$ cat config.mk
export PLATFORM = sky130hd
export DESIGN_NAME = mmu_mem_controller_flat
export DESIGN_NICKNAME = d
export VERILOG_FILES = /design/src/rtl/mmu_mem_controller_if.sv /design/src/rtl/mmu_mem_controller.sv /design/src/flat_wrapper.sv
export SDC_FILE = /design/constraint.sdc
export NUM_CORES = 1
export LEC_CHECK = 0
export ABC_AREA = 0
export ABC_CLOCK_PERIOD_IN_PS = 2000
export BUFFER_PORTS_ARGS = -buffer_cell sky130_fd_sc_hd__buf_2
export CELL_PAD_IN_SITES_DETAIL_PLACEMENT = 1
export CELL_PAD_IN_SITES_GLOBAL_PLACEMENT = 2
export CORE_ASPECT_RATIO = 0.5
export CORE_MARGIN = 1.5
export CORE_UTILIZATION = 29
export CTS_CLUSTER_DIAMETER = 80
export DETAILED_ROUTE_END_ITERATION = 10
export PLACE_DENSITY_LB_ADDON = 0.3
export SYNTH_ARGS = -nofsm -noshare
export SYNTH_HDL_FRONTEND = slang
export SYNTH_SLANG_ARGS = --single-unit
$ cat constraint.sdc
create_clock -name clk -period 2 [get_ports clk]
set_input_delay 0.1 -clock clk [delete_from_list [all_inputs] [get_ports clk]]
set_output_delay 0.1 -clock clk [all_outputs]
set_load 0.1 [all_outputs]
$ cat src/rtl/mmu_mem_controller_if.sv
// CPU-side mmu_* request bus and word-wide backing-memory port for mmu_mem_controller.
// master = requester/memory side, slave = the controller itself.
interface mmu_mem_controller_if #(parameter int MEM_ADDR_WIDTH = 16);
  logic                      mmu_read_enable;
  logic                      mmu_write_enable;
  logic                      mmu_mem_signed_read;
  logic [1:0]                mmu_mem_data_width;
  logic [31:0]               mmu_address;
  logic [31:0]               mmu_data_in;
  logic                      mmu_mem_ready;
  logic [31:0]               mmu_data_out;
  logic                      mmu_misaligned;
  logic                      mem_req;
  logic                      mem_we;
  logic [MEM_ADDR_WIDTH-1:0] mem_addr;
  logic [31:0]               mem_wdata;
  logic [3:0]                mem_wstrb;
  logic                      mem_ack;
  logic [31:0]               mem_rdata;

  modport master (
    output mmu_read_enable, mmu_write_enable, mmu_mem_signed_read, mmu_mem_data_width,
           mmu_address, mmu_data_in, mem_ack, mem_rdata,
    input  mmu_mem_ready, mmu_data_out, mmu_misaligned,
           mem_req, mem_we, mem_addr, mem_wdata, mem_wstrb
  );

  modport slave (
    input  mmu_read_enable, mmu_write_enable, mmu_mem_signed_read, mmu_mem_data_width,
           mmu_address, mmu_data_in, mem_ack, mem_rdata,
    output mmu_mem_ready, mmu_data_out, mmu_misaligned,
           mem_req, mem_we, mem_addr, mem_wdata, mem_wstrb
  );
endinterface

$ cat src/rtl/mmu_mem_controller.sv
// Byte/half/word mmu_* requests -> word transactions with strobes, aligned/extended read data.
// MMU_MISALIGNED_SPLIT_EN: split word-crossing accesses in two; otherwise reject them as misaligned.
module mmu_mem_controller #(
  parameter int MEM_ADDR_WIDTH = 16
) (
  input logic               clk,
  input logic               reset_n,
  mmu_mem_controller_if.slave bus
);

`ifdef MMU_MISALIGNED_SPLIT_EN
  typedef enum logic [1:0] {IDLE = 2'd0, ACC0 = 2'd1, DONE = 2'd2, ACC1 = 2'd3} state_e;
`else
  typedef enum logic [1:0] {IDLE = 2'd0, ACC0 = 2'd1, DONE = 2'd2} state_e;
`endif

  state_e                    state_q, state_d;
  logic                      ready_q, ready_d;
  logic                      misaligned_q, misaligned_d;
  logic [31:0]               data_out_q, data_out_d;
  logic                      mem_req_q, mem_req_d;
  logic                      mem_we_q, mem_we_d;
  logic [MEM_ADDR_WIDTH-1:0] mem_addr_q, mem_addr_d;
  logic [31:0]               mem_wdata_q, mem_wdata_d;
  logic [3:0]                mem_wstrb_q, mem_wstrb_d;
  logic [1:0]                off_q, off_d;
  logic [1:0]                width_q, width_d;
  logic                      signed_q, signed_d;
  logic                      we_q, we_d;

  logic [1:0]  off;
  logic [3:0]  mask;
  logic [3:0]  wstrb_lo;
  logic [31:0] wdata_lo;
  logic        split;
  logic        unused_addr;

  assign off         = bus.mmu_address[1:0];
  assign unused_addr = ^bus.mmu_address[31:MEM_ADDR_WIDTH+2];

  always_comb begin
    case (bus.mmu_mem_data_width)
      2'b00:   mask = 4'b0001;
      2'b01:   mask = 4'b0011;
      default: mask = 4'b1111;
    endcase
  end

  assign split = ((bus.mmu_mem_data_width == 2'b01) && (off == 2'd3)) ||
                 (bus.mmu_mem_data_width[1] && (off != 2'd0));

`ifdef MMU_MISALIGNED_SPLIT_EN
  logic [3:0]  wstrb_hi, wstrb_hi_q, wstrb_hi_d;
  logic [31:0] wdata_hi, wdata_hi_q, wdata_hi_d;
  logic [31:0] rd0_q, rd0_d;
  logic        split_q, split_d;
  assign {wdata_hi, wdata_lo} = {32'b0, bus.mmu_data_in} << {off, 3'b000};
  assign {wstrb_hi, wstrb_lo} = {4'b0, mask} << off;
`else
  assign wdata_lo = bus.mmu_data_in << {off, 3'b000};
  assign wstrb_lo = mask << off;
`endif

  // Little-endian extract from {word1, word0}, then truncate and extend to 32 bits.
  function automatic logic [31:0] extract(input logic [63:0] words, input logic [1:0] o,
                                          input logic [1:0] w, input logic sg);
    logic [31:0] sh;
    sh = 32'(words >> {o, 3'b000});
    case (w)
      2'b00:   extract = {{24{sg & sh[7]}}, sh[7:0]};
      2'b01:   extract = {{16{sg & sh[15]}}, sh[15:0]};
      default: extract = sh;
    endcase
  endfunction

  always_comb begin
    state_d      = state_q;
    ready_d      = 1'b0;
    misaligned_d = 1'b0;
    data_out_d   = data_out_q;
    mem_req_d    = mem_req_q;
    mem_we_d     = mem_we_q;
    mem_addr_d   = mem_addr_q;
    mem_wdata_d  = mem_wdata_q;
    mem_wstrb_d  = mem_wstrb_q;
    off_d        = off_q;
    width_d      = width_q;
    signed_d     = signed_q;
    we_d         = we_q;
`ifdef MMU_MISALIGNED_SPLIT_EN
    wstrb_hi_d   = wstrb_hi_q;
    wdata_hi_d   = wdata_hi_q;
    rd0_d        = rd0_q;
    split_d      = split_q;
`endif
    case (state_q)
      IDLE: begin
        if (bus.mmu_write_enable || bus.mmu_read_enable) begin
          off_d      = off;
          width_d    = bus.mmu_mem_data_width;
          signed_d   = bus.mmu_mem_signed_read;
          we_d       = bus.mmu_write_enable;
          mem_addr_d = bus.mmu_address[MEM_ADDR_WIDTH+1:2];
`ifdef MMU_MISALIGNED_SPLIT_EN
          split_d     = split;
          wstrb_hi_d  = wstrb_hi;
          wdata_hi_d  = wdata_hi;
          state_d     = ACC0;
          mem_req_d   = 1'b1;
          mem_we_d    = bus.mmu_write_enable;
          mem_wstrb_d = wstrb_lo;
          mem_wdata_d = wdata_lo;
`else
          if (split) begin
            // Rejected: no memory traffic, complete immediately with zero data.
            state_d      = DONE;
            ready_d      = 1'b1;
            misaligned_d = 1'b1;
            data_out_d   = 32'h0;
          end else begin
            state_d     = ACC0;
            mem_req_d   = 1'b1;
            mem_we_d    = bus.mmu_write_enable;
            mem_wstrb_d = wstrb_lo;
            mem_wdata_d = wdata_lo;
          end
`endif
        end
      end
      ACC0: begin
        if (bus.mem_ack) begin
`ifdef MMU_MISALIGNED_SPLIT_EN
          rd0_d = bus.mem_rdata;
          if (split_q) begin
            state_d     = ACC1;
            mem_addr_d  = mem_addr_q + 1'b1;
            mem_wstrb_d = wstrb_hi_q;
            mem_wdata_d = wdata_hi_q;
          end else
`endif
          begin
            state_d   = DONE;
            ready_d   = 1'b1;
            mem_req_d = 1'b0;
            mem_we_d  = 1'b0;
            if (!we_q) data_out_d = extract({32'h0, bus.mem_rdata}, off_q, width_q, signed_q);
          end
        end
      end
`ifdef MMU_MISALIGNED_SPLIT_EN
      ACC1: begin
        if (bus.mem_ack) begin
          state_d   = DONE;
          ready_d   = 1'b1;
          mem_req_d = 1'b0;
          mem_we_d  = 1'b0;
          if (!we_q) data_out_d = extract({bus.mem_rdata, rd0_q}, off_q, width_q, signed_q);
        end
      end
`endif
      default: state_d = IDLE;
    endcase
  end

  always_ff @(posedge clk or negedge reset_n) begin
    if (!reset_n) begin
      state_q      <= IDLE;
      ready_q      <= 1'b0;
      misaligned_q <= 1'b0;
      data_out_q   <= 32'h0;
      mem_req_q    <= 1'b0;
      mem_we_q     <= 1'b0;
      mem_addr_q   <= '0;
      mem_wdata_q  <= 32'h0;
      mem_wstrb_q  <= 4'h0;
      off_q        <= 2'd0;
      width_q      <= 2'd0;
      signed_q     <= 1'b0;
      we_q         <= 1'b0;
`ifdef MMU_MISALIGNED_SPLIT_EN
      wstrb_hi_q   <= 4'h0;
      wdata_hi_q   <= 32'h0;
      rd0_q        <= 32'h0;
      split_q      <= 1'b0;
`endif
    end else begin
      state_q      <= state_d;
      ready_q      <= ready_d;
      misaligned_q <= misaligned_d;
      data_out_q   <= data_out_d;
      mem_req_q    <= mem_req_d;
      mem_we_q     <= mem_we_d;
      mem_addr_q   <= mem_addr_d;
      mem_wdata_q  <= mem_wdata_d;
      mem_wstrb_q  <= mem_wstrb_d;
      off_q        <= off_d;
      width_q      <= width_d;
      signed_q     <= signed_d;
      we_q         <= we_d;
`ifdef MMU_MISALIGNED_SPLIT_EN
      wstrb_hi_q   <= wstrb_hi_d;
      wdata_hi_q   <= wdata_hi_d;
      rd0_q        <= rd0_d;
      split_q      <= split_d;
`endif
    end
  end

  assign bus.mmu_mem_ready  = ready_q;
  assign bus.mmu_misaligned = misaligned_q;
  assign bus.mmu_data_out   = data_out_q;
  assign bus.mem_req        = mem_req_q;
  assign bus.mem_we         = mem_we_q;
  assign bus.mem_addr       = mem_addr_q;
  assign bus.mem_wdata      = mem_wdata_q;
  assign bus.mem_wstrb      = mem_wstrb_q;

endmodule

$ cat src/flat_wrapper.sv
// flat-port wrapper written by rule: the top's interface ports become plain ports
module mmu_mem_controller_flat 
#(
  parameter int MEM_ADDR_WIDTH = 16
)
  (clk, reset_n, bus_mmu_read_enable, bus_mmu_write_enable, bus_mmu_mem_signed_read, bus_mmu_mem_data_width, bus_mmu_address, bus_mmu_data_in, bus_mem_ack, bus_mem_rdata, bus_mmu_mem_ready, bus_mmu_data_out, bus_mmu_misaligned, bus_mem_req, bus_mem_we, bus_mem_addr, bus_mem_wdata, bus_mem_wstrb);
  mmu_mem_controller_if #(.MEM_ADDR_WIDTH(MEM_ADDR_WIDTH)) bus_i ();
  input logic clk;
  input logic reset_n;
  input wire logic [$bits(bus_i.mmu_read_enable)-1:0] bus_mmu_read_enable;
  input wire logic [$bits(bus_i.mmu_write_enable)-1:0] bus_mmu_write_enable;
  input wire logic [$bits(bus_i.mmu_mem_signed_read)-1:0] bus_mmu_mem_signed_read;
  input wire logic [$bits(bus_i.mmu_mem_data_width)-1:0] bus_mmu_mem_data_width;
  input wire logic [$bits(bus_i.mmu_address)-1:0] bus_mmu_address;
  input wire logic [$bits(bus_i.mmu_data_in)-1:0] bus_mmu_data_in;
  input wire logic [$bits(bus_i.mem_ack)-1:0] bus_mem_ack;
  input wire logic [$bits(bus_i.mem_rdata)-1:0] bus_mem_rdata;
  output wire logic [$bits(bus_i.mmu_mem_ready)-1:0] bus_mmu_mem_ready;
  output wire logic [$bits(bus_i.mmu_data_out)-1:0] bus_mmu_data_out;
  output wire logic [$bits(bus_i.mmu_misaligned)-1:0] bus_mmu_misaligned;
  output wire logic [$bits(bus_i.mem_req)-1:0] bus_mem_req;
  output wire logic [$bits(bus_i.mem_we)-1:0] bus_mem_we;
  output wire logic [$bits(bus_i.mem_addr)-1:0] bus_mem_addr;
  output wire logic [$bits(bus_i.mem_wdata)-1:0] bus_mem_wdata;
  output wire logic [$bits(bus_i.mem_wstrb)-1:0] bus_mem_wstrb;
  assign bus_i.mmu_read_enable = bus_mmu_read_enable;
  assign bus_i.mmu_write_enable = bus_mmu_write_enable;
  assign bus_i.mmu_mem_signed_read = bus_mmu_mem_signed_read;
  assign bus_i.mmu_mem_data_width = bus_mmu_mem_data_width;
  assign bus_i.mmu_address = bus_mmu_address;
  assign bus_i.mmu_data_in = bus_mmu_data_in;
  assign bus_i.mem_ack = bus_mem_ack;
  assign bus_i.mem_rdata = bus_mem_rdata;
  assign bus_mmu_mem_ready = bus_i.mmu_mem_ready;
  assign bus_mmu_data_out = bus_i.mmu_data_out;
  assign bus_mmu_misaligned = bus_i.mmu_misaligned;
  assign bus_mem_req = bus_i.mem_req;
  assign bus_mem_we = bus_i.mem_we;
  assign bus_mem_addr = bus_i.mem_addr;
  assign bus_mem_wdata = bus_i.mem_wdata;
  assign bus_mem_wstrb = bus_i.mem_wstrb;
  mmu_mem_controller #(.MEM_ADDR_WIDTH(MEM_ADDR_WIDTH)) u_core (.clk(clk), .reset_n(reset_n), .bus(bus_i));
endmodule
==> results of run 1 <==
critical path: cells and delay by family (launching register included):
family,cells,cell delay (ns)
AND/OR/NAND/NOR,2,0.72
flip-flops,1,0.43
buffers and inverters,2,0.39
AO/OA/AOI/OAI,1,0.20
sequential cells by signal, indices dropped and copies added, names as in the netlist, 2 cells and up:
register and flops:
u_core.bus.mem_wdata 32, u_core.bus.mmu_data_out 32, u_core.bus.mem_addr 16, u_core.bus.mem_wstrb 4, u_core.off_q 2, u_core.state_q 2, u_core.width_q 2
synth_stat cells, drive strengths merged, types with 9 or more instances:
master and count:
buf 22, nand2 73, nand3b 9, a211oi 22, o2bb2ai 16, nor2b 18, mux2 25, mux2i 34
nor2 13, o21ai 25, clkbuf 12, a22o 9, dfrtp 96, a21oi 19
area by class of cell:
cell class	count	area, um2	share of cell area (%)
sequential	96	2402	37.55
tap	204	255.2	3.990
multi-input combinational	300	2130	33.29
inverter	4	15.01	0.2347
clock inverter	6	92.59	1.447
antenna	1	2.502	0.03912
timing repair buffer	215	1271	19.87
clock buffer	10	229.0	3.579
per-stage QoR:
| step | std cells | area [um2] | hold slack [ns] | setup TNS [ns] | worst slack [ns] |
|---|---|---|---|---|---|
| 6_report | 836 | 6397 | 0.01750 | 0 | 0.1812 |
| 5_1_grt | 835 | 6395 | 0.007630 | 0 | 0.09421 |
| 4_1_cts | 835 | 6386 | 0.008749 | 0 | 0.04436 |
| 3_5_place_dp | 799 | 5854 | 0.006287 | -0.5518 | -0.05689 |
| 3_3_place_gp | 799 | 5854 | 0.01162 | -0.004474 | -0.003811 |
| 2_1_floorplan | 434 | 4691 | -0.1956 | 0 | 0.3724 |
per-layer routing:
metal / global-route usage [%] / vias to the layer above
met5: 0 / -
met4: 4.303 / 6
met3: 6.213 / 18
met2: 29.52 / 100
met1: 22.30 / 2012
li1: - / 1950
worst paths after layout:
kind | cells past startpoint | slack, ns | endpoint | startpoint
worst max-delay path | 5 | 0.18 | u_core.bus.mmu_data_out[31] | u_core.off_q[1]
worst min-delay path | 2 | 0.02 | u_core.bus.mem_wdata[7] | bus_mmu_data_in[7]
worst max register to register | 5 | 0.18 | u_core.bus.mmu_data_out[31] | u_core.off_q[1]
worst min register to register | 2 | 0.47 | u_core.bus.mem_addr[10] | u_core.bus.mem_addr[10]
max in group asynchronous | 3 | 1.20 | u_core.bus.mem_wdata[16] | reset_n
min in group asynchronous | 2 | 0.18 | u_core.bus.mem_wdata[27] | reset_n
repair_timing:
| action | CTS | global route |
|---|---|---|
| endpoints found under the hold margin | 36 | 0 |
| gates resized for setup | 0 | 1 |
| hold buffers | 19 | 0 |
| setup endpoints to repair | 16 | 8 |
| buffers inserted | 1 | 0 |
| pin swaps | 1 | 0 |
cells by family (layout without fill, tap and decap cells):
kind of cell    Yosys count  count (layout)  synth area share [%]
flops                    96              96                 51.21
xor+xnor                  1               1                0.1868
mux                      60              60                 13.74
simple gates            123             123                 12.70
fa+ha+maj                 1               1                0.2134
other cells               0               1                     0
buf+inv                  38             235                 3.708
compound gates          115             115                 18.24
==> results by group, run 1 <==
Worst setup path
  • Peak per-stage delay on the critical path: 0.44 ns
  • CP most frequent cell: buf_4
  • Cell Chain, Critical Path: buf_4 -> buf_4 -> or3b_1 -> nor2_4 -> a221o_1
  • Crit path DAT: 2.10 ns
  • Worst setup EP type: register
  • Worst path required time: 2.28 ns
  • Crit-path max FO: 30
  • WS Path Type: reg2reg
  • Crit path max-delay cell type: or3b_1
  • Startpoint types: register

Timing
  • Slew headroom: 52.87%
  • RSZ-0062 raised after global routing: no
  • Tmin final: 1.819 ns
  • Measured slew at the worst slew-check pin: 0.7054 ns
  • Hold Fails Final Rpt: 0
  • Final period utilization: 90.94%
  • Post-Route Skew: 0.008739 ns
  • Max Slew Vio Count: 0
  • Fmax: 0.5498 GHz
  • Final setup fails: 0

Route
  • Via density: 4.888
  • ANT nets after route: 0
  • Wire length on met2: 6803 um
  • Uppermost routed layer: met5
  • DRT Wirelength: 14,600 um
  • Drt wl/cell: 17.46 um
  • Drt drc: 0
  • DR iter-0 viols: 177
  • Via count: 4,086
  • WL met3: 1019 um
  • M1 WL: 6597 um
  • DR pass1 iterations: 4

Clock network
  • Clk buf depth: 2
  • CTS root buffer: clkbuf_16
  • Num Clock Sinks: 96
  • Clock transition at the registers of the reported paths: 0.07 ns
  • CTS tree: built
  • Later-pin clock latency in the skew report: 0.34 ns
  • Cts bufs inserted: 9
  • H-tree levels: 3

Yosys
  • Synth warn: 0
  • Largest area contributor in the netlist: dfrtp_1
  • Async SR Flop Fraction: 100.0%
  • Distinct cells, synth: 43
  • Number of synthesized flops with an enable pin: 0
  • Average instance area after synthesis: 10.81 um2
  • Dominant cells by area after synthesis: dfrtp_1, mux2i_1, mux2_2, nand2_1, a211oi_1
  • Most used flip-flop cell after synthesis: dfrtp_1
  • Syn_nets: 538
  • Seq/Total Area, Yosys: 51.21%
  • Yosys reg bits: 96
  • Post-synthesis cell count: 434
  • Post-Syn Area: 4691 um2
  • Synth top area share: 51.21%

Floorplan
  • Die Y: 92.93 um
  • I/O Pins: 192
  • CORE AREA: 15,620 um2
  • Initial Util: 30.04%
  • Num rows: 32
  • Chip width: 182.9 um
  • Die area: 16,990 um2

Global routing
  • Gr ovfl total: 0
  • Gr usage total: 17.80%
  • Largest net degree at the start of global routing: 55
  • Initial antenna violation count: 4
  • First-pass GRT wire length: 23,370 um
  • Vias in the first global route: 4,302

Placed design
  • Gpl congestion: 0.7868
  • DP HPWL: 10,460 um
  • IO buf count: 177

Cells and area
  • Utilization after layout: 40.97%
  • Number of fill cells in the layout: 1,810
  • Ratio of cells with drive above 1 in the final layout: 40.73%
  • Post-layout nets: 730
  • Area growth syn-to-layout: 36.38%
  • Commonest non-fill, non-tap cell in the layout: buf_2
  • Most frequent cells in the layout: buf_2, dfrtp_1, nand2_1

Worst hold path
  • Worst hold-check path type: in2reg

Run status
  • Status: complete, no violations

Run
  • Max_cap viols: 0
Power of run 1 is left out: the tool's default activity adds up to more than one toggle a clock period on the data nets, which glitch-free logic cannot reach.
==> run 2, diff against run 1 <==
- GPL_TIMING_DRIVEN: unset -> 0
==> results by group, run 2 (synthesis gave the netlist of run 1 again) <==
Timing
  • Slew headroom: 46.95% (-5.9 points)
  • Fmax: 0.5181 GHz (-5.8%)
  • Hold Fails Final Rpt: 0 (unchanged)
  • Max Slew Vio Count: 0 (unchanged)
  • Hold_ws: 0.02021 ns (+0.002706 ns)
  • Tmin final: 1.930 ns (+0.1115 ns)
  • Post-Route Skew: 0.008560 ns (-0.0001789 ns)
  • RSZ-0062 raised after global routing: no
  • Final period utilization: 96.51% (+5.6 points)
  • Final setup fails: 0 (unchanged)
  • Measured slew at the worst slew-check pin: 0.7957 ns (+0.09026 ns)

Global routing
  • Gr usage total: 18.89% (+1.1 points)
  • First-pass GRT wire length: 24,580 um (+5.2%)
  • Vias in the first global route: 4,352 (+1.2%)
  • Initial antenna violation count: 2 (-2)
  • Gr ovfl total: 0 (unchanged)
  • Largest net degree at the start of global routing: 65 (+18%)

Cells and area
  • Ratio of cells with drive above 1 in the final layout: 39.69% (-1.0 points)
  • Commonest non-fill, non-tap cell in the layout: buf_2
  • Area growth syn-to-layout: 37.02%
  • Final cell count without fillers: 855 (+2.3%)
  • Post-layout nets: 749 (+2.6%)
  • Most frequent cells in the layout: buf_2, dfrtp_1, nand2_1

Clock network
  • Num Clock Sinks: 96 (unchanged)
  • Clock transition at the registers of the reported paths: 0.07 ns (about the same)
  • Clk buf depth: 2 (unchanged)
  • H-tree levels: 3 (unchanged)
  • Cts bufs inserted: 9 (unchanged)
  • Later-pin clock latency in the skew report: 0.34 ns (about the same)
  • CTS root buffer: clkbuf_16
  • CTS tree: built

Worst setup path
  • Worst setup EP type: register
  • Buf+Inv Stages, Crit Path: 2 (unchanged)
  • Worst Reg-to-Reg Cells: 6 (+1)
  • Worst path required time: 2.27 ns (about the same)
  • Top Family by Delay on Critical Path: simple AND/OR/NAND/NOR gates
  • CP Depth: 6 (+1)
  • Peak per-stage delay on the critical path: 0.41 ns (-0.03 ns)
  • Startpoint types: register
  • Cell Chain, Critical Path: nand4bb_1 -> buf_6 -> or3b_1 -> clkbuf_4 -> nor2_4 -> a221o_1
  • Crit-path max FO: 10 (-67%)
  • WS Path Type: reg2reg
  • Crit path max-delay cell type: dfrtp_1
  • Crit path DAT: 2.20 ns (+0.10 ns)

Floorplan
  • Die Y: 92.93 um (unchanged)
  • Die area: 16,990 um2 (unchanged)
  • CORE AREA: 15,620 um2 (unchanged)
  • Num rows: 32 (unchanged)
  • Chip width: 182.9 um (unchanged)
  • Initial Util: 30.04% (unchanged)
  • I/O Pins: 192 (unchanged)

Run
  • Max_cap viols: 0 (unchanged)

Route
  • Drt wl/cell: 18.30 um (+4.8%)
  • DRT Wirelength: 15,650 um (+7.2%)
  • Drt drc: 0 (unchanged)
  • Via density: 4.846 (-0.86%)
  • DR pass1 iterations: 4 (unchanged)
  • Via count: 4,143 (+1.4%)
  • DR iter-0 viols: 154 (-13%)
  • ANT nets after route: 0 (unchanged)

Placed design
  • Gpl congestion: 0.8423 (+7.1%)
  • DP HPWL: 11,500 um (+9.9%)
  • IO buf count: 177 (unchanged)
  • Placed cells: 816 (+2.1%)

Worst hold path
  • Hold Path Cell Cnt: 2 (unchanged)
  • Worst hold-check path type: in2reg

Run status
  • Status: complete, no violations
-- run 2: cell count changes in the layout (fill, tap and decap cells not counted), sizes merged --
cell,before,now
clkinv,1,0
buf,196,202
clkinvlp,2,1
clkbuf,10,25
-- run 2: final cells by class --
type | instances | area [um2]
fill | 1813 | 9188
sequential | 96 | 2402
multi-input combinational | 300 | 2131
timing repair buffer | 200 | 1129
tap | 204 | 255.2
clock buffer | 12 | 246.5
buffer | 34 | 170.2
clock inverter | 4 | 76.32
inverter | 4 | 15.01
antenna | 1 | 2.502
-- run 2: final timing paths --
check | startpoint | end | slack [ns]
hold / removal | bus_mem_rdata[26] | u_core.bus.mmu_data_out[26] | 0.02
hold reg to reg | u_core.bus.mem_addr[9] | u_core.bus.mem_addr[9] | 0.47
setup / recovery | u_core.state_q[1] | u_core.bus.mmu_data_out[31] | 0.07
setup reg to reg | u_core.state_q[1] | u_core.bus.mmu_data_out[31] | 0.07
min in group asynchronous | reset_n | u_core.bus.mem_wdata[13] | 0.26
max in group asynchronous | reset_n | u_core.bus.mmu_data_out[6] | 1.06
-- run 2: per-stage QoR --
stage	setup WS [ns]	util (%)	cell area (um2)	setup TNS, ns
after floorplan	0.3724	-	4691	0
after global placement	-0.3149	37.35	5832	-28.95
after detailed placement	-0.05486	37.54	5862	-0.3993
after CTS	0.02594	40.84	6377	0
after global routing	0.006161	41.15	6425	0
final	0.06979	41.16	6427	0
-- run 2: routing by layer --
| metal | up-vias | wire length [um] | global-route usage [%] |
|---|---|---|---|
| met2 | 120 | 7158 | 30.85 |
| met5 | - | 13 | 0 |
| met1 | 2024 | 7290 | 25.10 |
| li1 | 1989 | - | - |
| met4 | 2 | 91 | 2.937 |
| met3 | 8 | 1095 | 5.820 |
-- run 2: timing repair --
item | 4_1_cts | 5_1_grt
resized for setup | 1 | 8
pin swaps | 1 | 3
endpoints found under the setup margin | 13 | 33
hold buffers | 19 | 0
endpoints found under the hold margin | 50 | 0
setup buffers | 0 | 3
Power of run 2 is left out for the same reason.
